[src/rtl/fir_post_decim.sv]
// Output conditioning after the 40-tap FIR: decimate, round/shift, saturate,
// then buffer in a show-ahead FIFO drained over a valid/ready handshake.
module fir_post_decim #(
   parameter int DIN_W      = 32,
   parameter int DOUT_W     = 16,
   parameter int SHIFT      = 15,
   parameter int DECIM      = 4,
   parameter int FIFO_DEPTH = 8
) (
   input  logic                          clk,
   input  logic                          rst,
   input  logic                          clr,
   input  logic                          din_en,
   input  logic [DIN_W-1:0]              din,
   output logic [DOUT_W-1:0]             dout,
   output logic                          dout_valid,
   input  logic                          dout_ready,
   output logic [$clog2(FIFO_DEPTH):0]   fifo_level,
   output logic                          sat_flag,
   output logic                          ovf_flag
);

   localparam int PTR_W = $clog2(FIFO_DEPTH);
   localparam int LVL_W = PTR_W + 1;
   localparam int PH_W  = (DECIM > 1) ? $clog2(DECIM) : 1;

   localparam logic signed [DIN_W:0] RND   = (DIN_W+1)'(64'sd1 <<< (SHIFT-1));
   localparam logic signed [DIN_W:0] MAX_S = (DIN_W+1)'((64'sd1 <<< (DOUT_W-1)) - 64'sd1);
   localparam logic signed [DIN_W:0] MIN_S = (DIN_W+1)'(-(64'sd1 <<< (DOUT_W-1)));
   localparam logic [DOUT_W-1:0]     MAX_Q = {1'b0, {(DOUT_W-1){1'b1}}};
   localparam logic [DOUT_W-1:0]     MIN_Q = {1'b1, {(DOUT_W-1){1'b0}}};
   localparam logic [PH_W-1:0]       PH_LAST = PH_W'(DECIM-1);

   logic [PH_W-1:0]          phase_q, phase_d;
   logic                     keep_w;
   logic                     in_v_q;
   logic [DIN_W-1:0]         in_q, in_d;
   logic                     s1_v_q;
   logic signed [DIN_W:0]    s1_q, s1_d;
   logic                     s2_v_q;
   logic [DOUT_W-1:0]        s2_q, s2_d;
   logic                     s2_sat;

   logic [DOUT_W-1:0]        mem [FIFO_DEPTH];
   logic [PTR_W-1:0]         wr_ptr_q, wr_ptr_d;
   logic [PTR_W-1:0]         rd_ptr_q, rd_ptr_d;
   logic [LVL_W-1:0]         level_q, level_d;
   logic [DOUT_W-1:0]        dout_q, dout_d;
   logic                     sat_q, ovf_q;
   logic                     full, pop, push, drop;

   // Decimation: only the sample accepted at phase 0 enters the pipeline.
   always_comb begin
      phase_d = phase_q;
      keep_w  = 1'b0;
      in_d    = in_q;
      if (din_en) begin
         keep_w  = (phase_q == '0);
         phase_d = (phase_q == PH_LAST) ? '0 : phase_q + 1'b1;
         if (keep_w) begin
            in_d = din;
         end
      end
   end

   // Sign-extend by one bit so adding the rounding constant cannot overflow.
   always_comb begin
      s1_d = ($signed({in_q[DIN_W-1], in_q}) + RND) >>> SHIFT;
   end

   always_comb begin
      s2_sat = 1'b0;
      s2_d   = s1_q[DOUT_W-1:0];
      if (s1_q > MAX_S) begin
         s2_d   = MAX_Q;
         s2_sat = 1'b1;
      end else if (s1_q < MIN_S) begin
         s2_d   = MIN_Q;
         s2_sat = 1'b1;
      end
   end

   assign full = (level_q == LVL_W'(FIFO_DEPTH));
   assign pop  = (level_q != '0) && dout_ready && !clr;
   assign push = s2_v_q && !clr && (!full || pop);
   assign drop = s2_v_q && !clr && full && !pop;

   // dout is registered show-ahead: predict the head after this edge,
   // bypassing the word being written when it lands at the new read slot.
   always_comb begin
      wr_ptr_d = push ? wr_ptr_q + 1'b1 : wr_ptr_q;
      rd_ptr_d = pop  ? rd_ptr_q + 1'b1 : rd_ptr_q;
      level_d  = level_q + LVL_W'(push) - LVL_W'(pop);
      dout_d   = dout_q;
      if (level_d != '0) begin
         if (push && (wr_ptr_q == rd_ptr_d)) begin
            dout_d = s2_q;
         end else begin
            dout_d = mem[rd_ptr_d];
         end
      end
   end

   always_ff @(posedge clk) begin
      if (push) begin
         mem[wr_ptr_q] <= s2_q;
      end
   end

   always_ff @(posedge clk or negedge rst) begin
      if (!rst) begin
         phase_q  <= '0;
         in_v_q   <= 1'b0;
         in_q     <= '0;
         s1_v_q   <= 1'b0;
         s1_q     <= '0;
         s2_v_q   <= 1'b0;
         s2_q     <= '0;
         wr_ptr_q <= '0;
         rd_ptr_q <= '0;
         level_q  <= '0;
         dout_q   <= '0;
         sat_q    <= 1'b0;
         ovf_q    <= 1'b0;
      end else if (clr) begin
         phase_q  <= '0;
         in_v_q   <= 1'b0;
         in_q     <= '0;
         s1_v_q   <= 1'b0;
         s1_q     <= '0;
         s2_v_q   <= 1'b0;
         s2_q     <= '0;
         wr_ptr_q <= '0;
         rd_ptr_q <= '0;
         level_q  <= '0;
         dout_q   <= '0;
         sat_q    <= 1'b0;
         ovf_q    <= 1'b0;
      end else begin
         phase_q  <= phase_d;
         in_v_q   <= keep_w;
         in_q     <= in_d;
         s1_v_q   <= in_v_q;
         s1_q     <= s1_d;
         s2_v_q   <= s1_v_q;
         s2_q     <= s2_d;
         wr_ptr_q <= wr_ptr_d;
         rd_ptr_q <= rd_ptr_d;
         level_q  <= level_d;
         dout_q   <= dout_d;
         sat_q    <= sat_q | (s1_v_q & s2_sat);
         ovf_q    <= ovf_q | drop;
      end
   end

   assign dout       = dout_q;
   assign dout_valid = (level_q != '0);
   assign fifo_level = level_q;
   assign sat_flag   = sat_q;
   assign ovf_flag   = ovf_q;

endmodule
[config.mk]
export PLATFORM = sky130hd
export DESIGN_NAME = fir_post_decim
export DESIGN_NICKNAME = d
export VERILOG_FILES = /design/src/rtl/fir_post_decim.sv
export SDC_FILE = /design/constraint.sdc
export NUM_CORES = 1
export LEC_CHECK = 0
export BUFFER_PORTS_ARGS = -buffer_cell sky130_fd_sc_hd__buf_2
export CAP_MARGIN = 10
export CORE_ASPECT_RATIO = 1.75
export CORE_MARGIN = 2
export CORE_UTILIZATION = 39
export CTS_CLUSTER_DIAMETER = 40
export DETAILED_ROUTE_END_ITERATION = 8
export GPL_TIMING_DRIVEN = 0
export HOLD_SLACK_MARGIN = 0.12
export PLACE_DENSITY = 0.53
export SLEW_MARGIN = 20
export SYNTH_ARGS = -nofsm -noshare
export SYNTH_HDL_FRONTEND = slang
export SYNTH_SLANG_ARGS = --single-unit
[constraint.sdc]
create_clock -name clk -period 4.1 [get_ports clk]
set_input_delay 0.82 -clock clk [delete_from_list [all_inputs] [get_ports clk]]
set_output_delay 0.82 -clock clk [all_outputs]
set_load 0.05 [all_outputs]
# After elaboration in Yosys (flattened, before gate mapping)
# Memory sizes are Yosys's and may differ from the RTL's.
# Cells that the tools add are included.
# op_classes
addsub,6
order_cmp,2
n_eq_ne,3
n_mux,28
bitwise,3
reduce_logical,19
# ops
cell,count
2-to-1 mux 16 bit,6
2-to-1 mux 32 bit,3
adder 32 x 16 -> 33 bit (second input constant),1
> comparator 33 x 16 -> 1 bit (second input constant),1
< comparator 33 x 16 -> 1 bit (second input constant),1
2-to-1 mux 33 bit,1
2-to-1 mux 3 bit,4
2-to-1 mux 1 bit,10
nonzero test 2 bit,4
nonzero test 4 bit,2
logical AND 1 bit,7
adder 3 x 1 -> 3 bit (second input constant),2
2-to-1 mux 2 bit,3
adder 4 x 1 -> 4 bit,1
equality test 4 bit (second input constant),1
2-to-1 mux 4 bit,1
subtractor 4 x 1 -> 4 bit,1
equality test 3 bit,1
logical NOT 1 bit,3
adder 2 x 1 -> 2 bit (second input constant),1
equality test 2 bit (second input constant),1
logical NOT 2 bit,1
bitwise OR 1 bit,2
AND reduction 2 bit,1
other kinds (2),2
# word_totals
ff_bits,114
mem_bits_rw,128
wordCells,75
memories,1
# mem_list
name,depth,width,rd,rd_ports_with_merged_regs,wr,line,text
mem,8,16,1,0,1,44,logic [DOUT_W-1:0] mem [FIFO_DEPTH];

# Logic depth before layout (Yosys ltp)
# logic_depth
ltp_word,10
depth_mapped,17

# Least setup slack after synthesis
# OpenSTA, ideal clock, no wires.
# synth_timing
path_type,register -> register
startpoint,register level_q[2] (netlist: fifo_level[2])
endpoint,memory mem[4][0] (enable)
setup_time_ns,0.436
t_arrival_ns,3.654
required_ns,3.664
setup_slack_ns,0.009
stages_incl_launch_ff,7
path_buffers,0
cell_sequence,dfrtp_1 -> inv_1 -> ha_1 -> or3b_1 -> a21o_1 -> or2_2 -> nor4b_1
# synth_between
elab_chain_cells,7
# synth_rtl
item,line,text
start: declaration,47,"logic [LVL_W-1:0] level_q, level_d;"
start signal: assignment,149,level_q <= level_d;
nonzero test 4 bit,84,assign pop = (level_q != '0) && dout_ready && !clr;
logical AND 1 bit (2 in series),84,
logical OR 1 bit *,85,assign push = s2_v_q && !clr && (!full || pop);
logical AND 1 bit *,85,
2-to-1 mux 1 bit *,105,if (push) begin
2-to-1 mux 1 bit (not written as such) *,106,mem[wr_ptr_q] <= s2_q;
end: declaration,44,
# Every way passes the cells marked *; elsewhere a longest branch is shown, timed or not.

# Worst setup path in the final report
# layout_timing
startpoint,register level_q[2] (netlist: fifo_level[2])
endpoint,register dout_q[0] (netlist: dout[0])
# layout_between
elab_chain_cells,9
# layout_rtl
item,line,text
nonzero test 4 bit,84,
logical AND 1 bit (2 in series),84,
logical OR 1 bit / 2-to-1 mux 3 bit (equally long branches),"85, 92",
logical AND 1 bit / equality test 3 bit (equally long branches),"85, 96",
adder 4 x 1 -> 4 bit / logical AND 1 bit (equally long branches),"93, 96",
subtractor 4 x 1 -> 4 bit / 2-to-1 mux 16 bit (equally long branches),"93, 96",
nonzero test 4 bit / 2-to-1 mux 16 bit (equally long branches),95,if (level_d != '0) begin
nonzero test 2 bit (no line) / 2-to-1 mux 16 bit (equally long branches),--,
end signal: assignment,150,dout_q <= dout_d;
end: declaration,48,"logic [DOUT_W-1:0] dout_q, dout_d;"
# Several ways; a longest one is shown, not always the timed one. The select of a mux whose other input is x is not followed.
# A chain may end at the register's enable or synchronous reset.

==> metrics.md <==
| Metric | Value |
|---|---|
| Worst Setup End Kind | register |
| Final setup fails | 0 |
| Crit start category | register |
| Vias | 6727 |
| Max-cap violation count | 0 |
| Core area | roughly 0.024 mm^2 |
| Root buf cell | clkbuf_16 |
| Switching Power | between 2 and 2.5 mW |
| First-pass GRT wire length | between 40 and 50 mm |
| Type of the worst min-delay path | input port to asynchronous set/reset pin |
| Synthesized area | roughly 0.0093 mm^2 |
| Worst Slack Setup Final | 0.2662 ns |
| Reg2Reg Depth | 16 |
| Sw frac | 0.3366 |
| Die X-Extent | approximately 120 um |
| Fin cells | approximately 1100 |
| DRT iter0 DRCs | roughly 520 |
| Number of core rows | 75 |
| DR vias/cell | roughly 6.2 |
| Arrival @ worst endpoint | roughly 4.2 ns |
| Status | completed |
| Post-CTS setup buffers | 0 |
| Static leakage | approximately 4 nW |
| Pre-CTS setup slack | -0.4684 ns |
| Fillers | about 2100 |
| CP startpoint | fifo_level[2] |
| Crit-path slowest cell | or3b_1 |
| Pwr/cell area | 552.8 mW/mm^2 |
| Count of input and output buffers | 45 |
| Internal power | between 3 and 4 mW |
| EDFF count, synth | around 130 |
| HPWL after DPL | between 15 and 20 mm |
| Area delta synth->final | 16.24% |
| Setup TNS | 0 ns |
| VDD IR-drop max | around 0.00031 V |
| Layout cells sized above 1 | 0.1777 |
| H-tree levels | 1 |
| Worst slew pin tran | around 0.70 ns |
| Ys Warns | 0 |
| Max_slew headroom | 0.5318 |
| Async SR Flop Fraction | 0.3991 |
| Die area | 0.02527 mm^2 |
| I/O pin count | 60 |
| Crit-path cells | inv_1, ha_1, or3b_1, a211oi_4, nand2_1, nand2_1, ha_1, inv_1, fa_1, xnor2_1, nor3b_1, nand2_1, and4b_1, buf_2, buf_4, a221o_1 |
| Detailed-route wire length per cell | around 25 um |
| Area post-placement | between 0.01 and 0.015 mm^2 |
| Post-route cell area | approximately 0.011 mm^2 |
| Unrepaired setup endpoints after global routing | false |
| Critical-path maximum fanout | 10 |
| Most used cell, CP | nand2_1 |
| Final period util | 0.9351 |
| Reg-to-Reg Start | fifo_level[2] |
| Initial core utilization | 0.3937 |
| R2R Setup Slk | between 0.2 and 0.3 ns |
| Pin count of the biggest net entering global routing | 57 |
| Post-Syn Nets | 726 |
| Global-route total usage across every layer | 0.2159 |
| Comb pwr share | 0.265 |
| Total power | ~6.0 mW |
| Post-synthesis cell type count | 55 |
| WL final | between 20 and 30 mm |
| Seq cells post-synth | between 200 and 250 |
| Sink Count | ~210 |
| Detail Route Antenna Nets | 0 |
| CP max stage delay | 0.45 ns |
| Initial antenna violation count | 0 |
| Post-Syn Instances | 678 |
| Clock Latency Late Sink | around 0.52 ns |
| Max-slew violation count | 0 |
| Gr ovfl total | 0 |
| Critical path data required time | around 4.5 ns |
| Mapped Avg Cell Area | between 10 and 15 um^2 |
| Final nets | slightly above 800 |
| RR Endpoint | dout[0] |
| CTS buffer count | 22 |
| Final worst path period need | roughly 3.8 ns |
| Max Fclk | 260.8 MHz |
| Worst Setup EP | dout[0] |
| Sequential share of the synthesized area | 0.6388 |
| Placed cell count | between 1000 and 1500 |
| Clock-pin slew on the worst setup and hold paths | ~0.070 ns |
| CTS max path bufs | 3 |
| Final Skew | around 0.011 ns |
| Detailed-route DRC error count | 0 |
| TritonCTS clock tree | done |
| Sequential Power Share | 0.415 |
| WS Path Type | register to register |
| Final hold viol count | 0 |
| Clk pwr share | 0.320 |
| FF+latch area | 0.005971 mm^2 |
| N_diodes | 0 |
| Dominant synthesized flop cell | edfxtp_1 |
| TritonRoute pass-1 iters | 6 |
| Number of global-route vias before repair | between 7000 and 8000 |
| Multi-input gate area | roughly 0.0031 mm^2 |
| Chip height | 208.8 um |
| Global placer's final weighted congestion | between 0.8 and 0.9 |
==> registers in the layout (all words and copies together), names as in the netlist, 2 cells and up <==
register,flops
mem,128
rd_ptr_q,3
fifo_level,4
phase_q,2
wr_ptr_q,3
dout,16
in_q,18
s1_q,18
s2_q,16
==> placed cells by master, fill, tap and decap left out, types with 6 or more instances in the layout <==
| cell | synthesis | layout |
|---|---|---|
| a21oi_1 | 27 | 27 |
| buf_4 | 4 | 16 |
| edfxtp_1 | 128 | 128 |
| xnor2_1 | 10 | 10 |
| inv_1 | 13 | 13 |
| nand2_1 | 20 | 20 |
| buf_2 | 16 | 65 |
| clkbuf_1 | 37 | 37 |
| nand3_1 | 6 | 6 |
| o21a_1 | 15 | 15 |
| nand2b_1 | 6 | 6 |
| clkbuf_16 | 0 | 23 |
| ha_1 | 10 | 10 |
| xor2_1 | 10 | 10 |
| o21ai_0 | 6 | 6 |
| nor2b_1 | 8 | 8 |
| clkinv_1 | 0 | 6 |
| o221ai_1 | 122 | 122 |
| dfrtp_1 | 85 | 85 |
| a22o_1 | 18 | 18 |
| a221o_1 | 46 | 46 |
| nor2_1 | 31 | 29 |
==> what timing repair did <==
action	CTS	global route
endpoints found under the setup margin	10	10
gates resized for setup	1	2
pin swaps	0	0
hold buffers	0	0
==> power groups by stage <==
| stage | combinational (mW) | sequential [mW] | clock (mW) |
|---|---|---|---|
| floorplan | 0.884 | 2.72 | 0 |
| global placement | 1.56 | 2.53 | 0 |
| detailed placement | 1.58 | 2.53 | 0 |
| CTS | 1.59 | 2.49 | 1.96 |
| global route | 1.71 | 2.51 | 2.03 |
| finish | 1.59 | 2.49 | 1.92 |
==> routing by layer <==
metal	wire length (um)	vias to the layer above	GRT usage
li1	-	2991	-
met4	1109	0	0.1006
met1	9069	3379	0.2275
met2	15300	288	0.4134
met3	1420	69	0.02757
met5	0	-	0
==> per-stage QoR <==
| step | hold WS [ns] | utilization |
|---|---|---|
| floorplan | 0.4385 | - |
| global placement | 0.4480 | 0.4194 |
| detailed placement | 0.4453 | 0.4280 |
| CTS | 0.2569 | 0.4572 |
| global route | 0.2747 | 0.4576 |
| finish | 0.2524 | 0.4576 |
==> synth_stat cells, types with 8 or more instances <==
master | count | area [um^2]
o221ai_1 | 122 | 1069
xor2_1 | 10 | 87.58
buf_2 | 16 | 80.08
dfrtp_1 | 85 | 2127
a21oi_1 | 27 | 135.1
clkbuf_1 | 37 | 138.9
edfxtp_1 | 128 | 3844
xnor2_1 | 10 | 87.58
nor2_1 | 31 | 116.4
a221o_1 | 46 | 460.4
inv_1 | 13 | 48.80
a22o_1 | 18 | 157.7
ha_1 | 10 | 125.1
nor2b_1 | 8 | 50.05
nand2_1 | 20 | 75.07
o21a_1 | 15 | 112.6
==> final cells by class <==
type | count | area share
Clock inverter | 14 | 0.007716
Buffer | 59 | 0.02442
Multi-Input combinational cell | 391 | 0.2860
Sequential cell | 213 | 0.5496
Tap cell | 308 | 0.03547
Clock buffer | 26 | 0.05586
Timing Repair Buffer | 64 | 0.03582
Inverter | 15 | 0.005183
==> worst min path at each step <==
stage                  start  endpoint  slack, ns  cells past startpoint
CTS                      rst  in_q[27]       0.26                      1
global placement    s1_q[10]  s2_q[10]       0.45                      1
finish                   rst   dout[2]       0.25                      1
global route             rst  in_q[27]       0.27                      1
floorplan             in_v_q    s1_v_q       0.44                      1
detailed placement   s1_q[6]   s2_q[6]       0.45                      1
==> cells by family after synthesis <==
group / share of synthesized area
AO/OA/AOI/OAI: 0.2273
XOR/XNOR: 0.02115
adder cells (fa/ha/maj): 0.01553
buffers and inverters: 0.03427
flip-flops: 0.6388
multiplexers: 0.004418
AND/OR/NAND/NOR: 0.05850
==> critical path: cells and delay by family (launching register included) <==
family / cells / cell delay (ns)
buffers and inverters: 4 / 0.49
DFF: 1 / 0.33
and+or+nand+nor: 6 / 1.29
AOI/OAI and AO/OA: 2 / 0.71
xor gates and xnor gates: 1 / 0.15
adders and majority gates: 3 / 0.74
No activity file was read; power rests on OpenSTA's default activity.
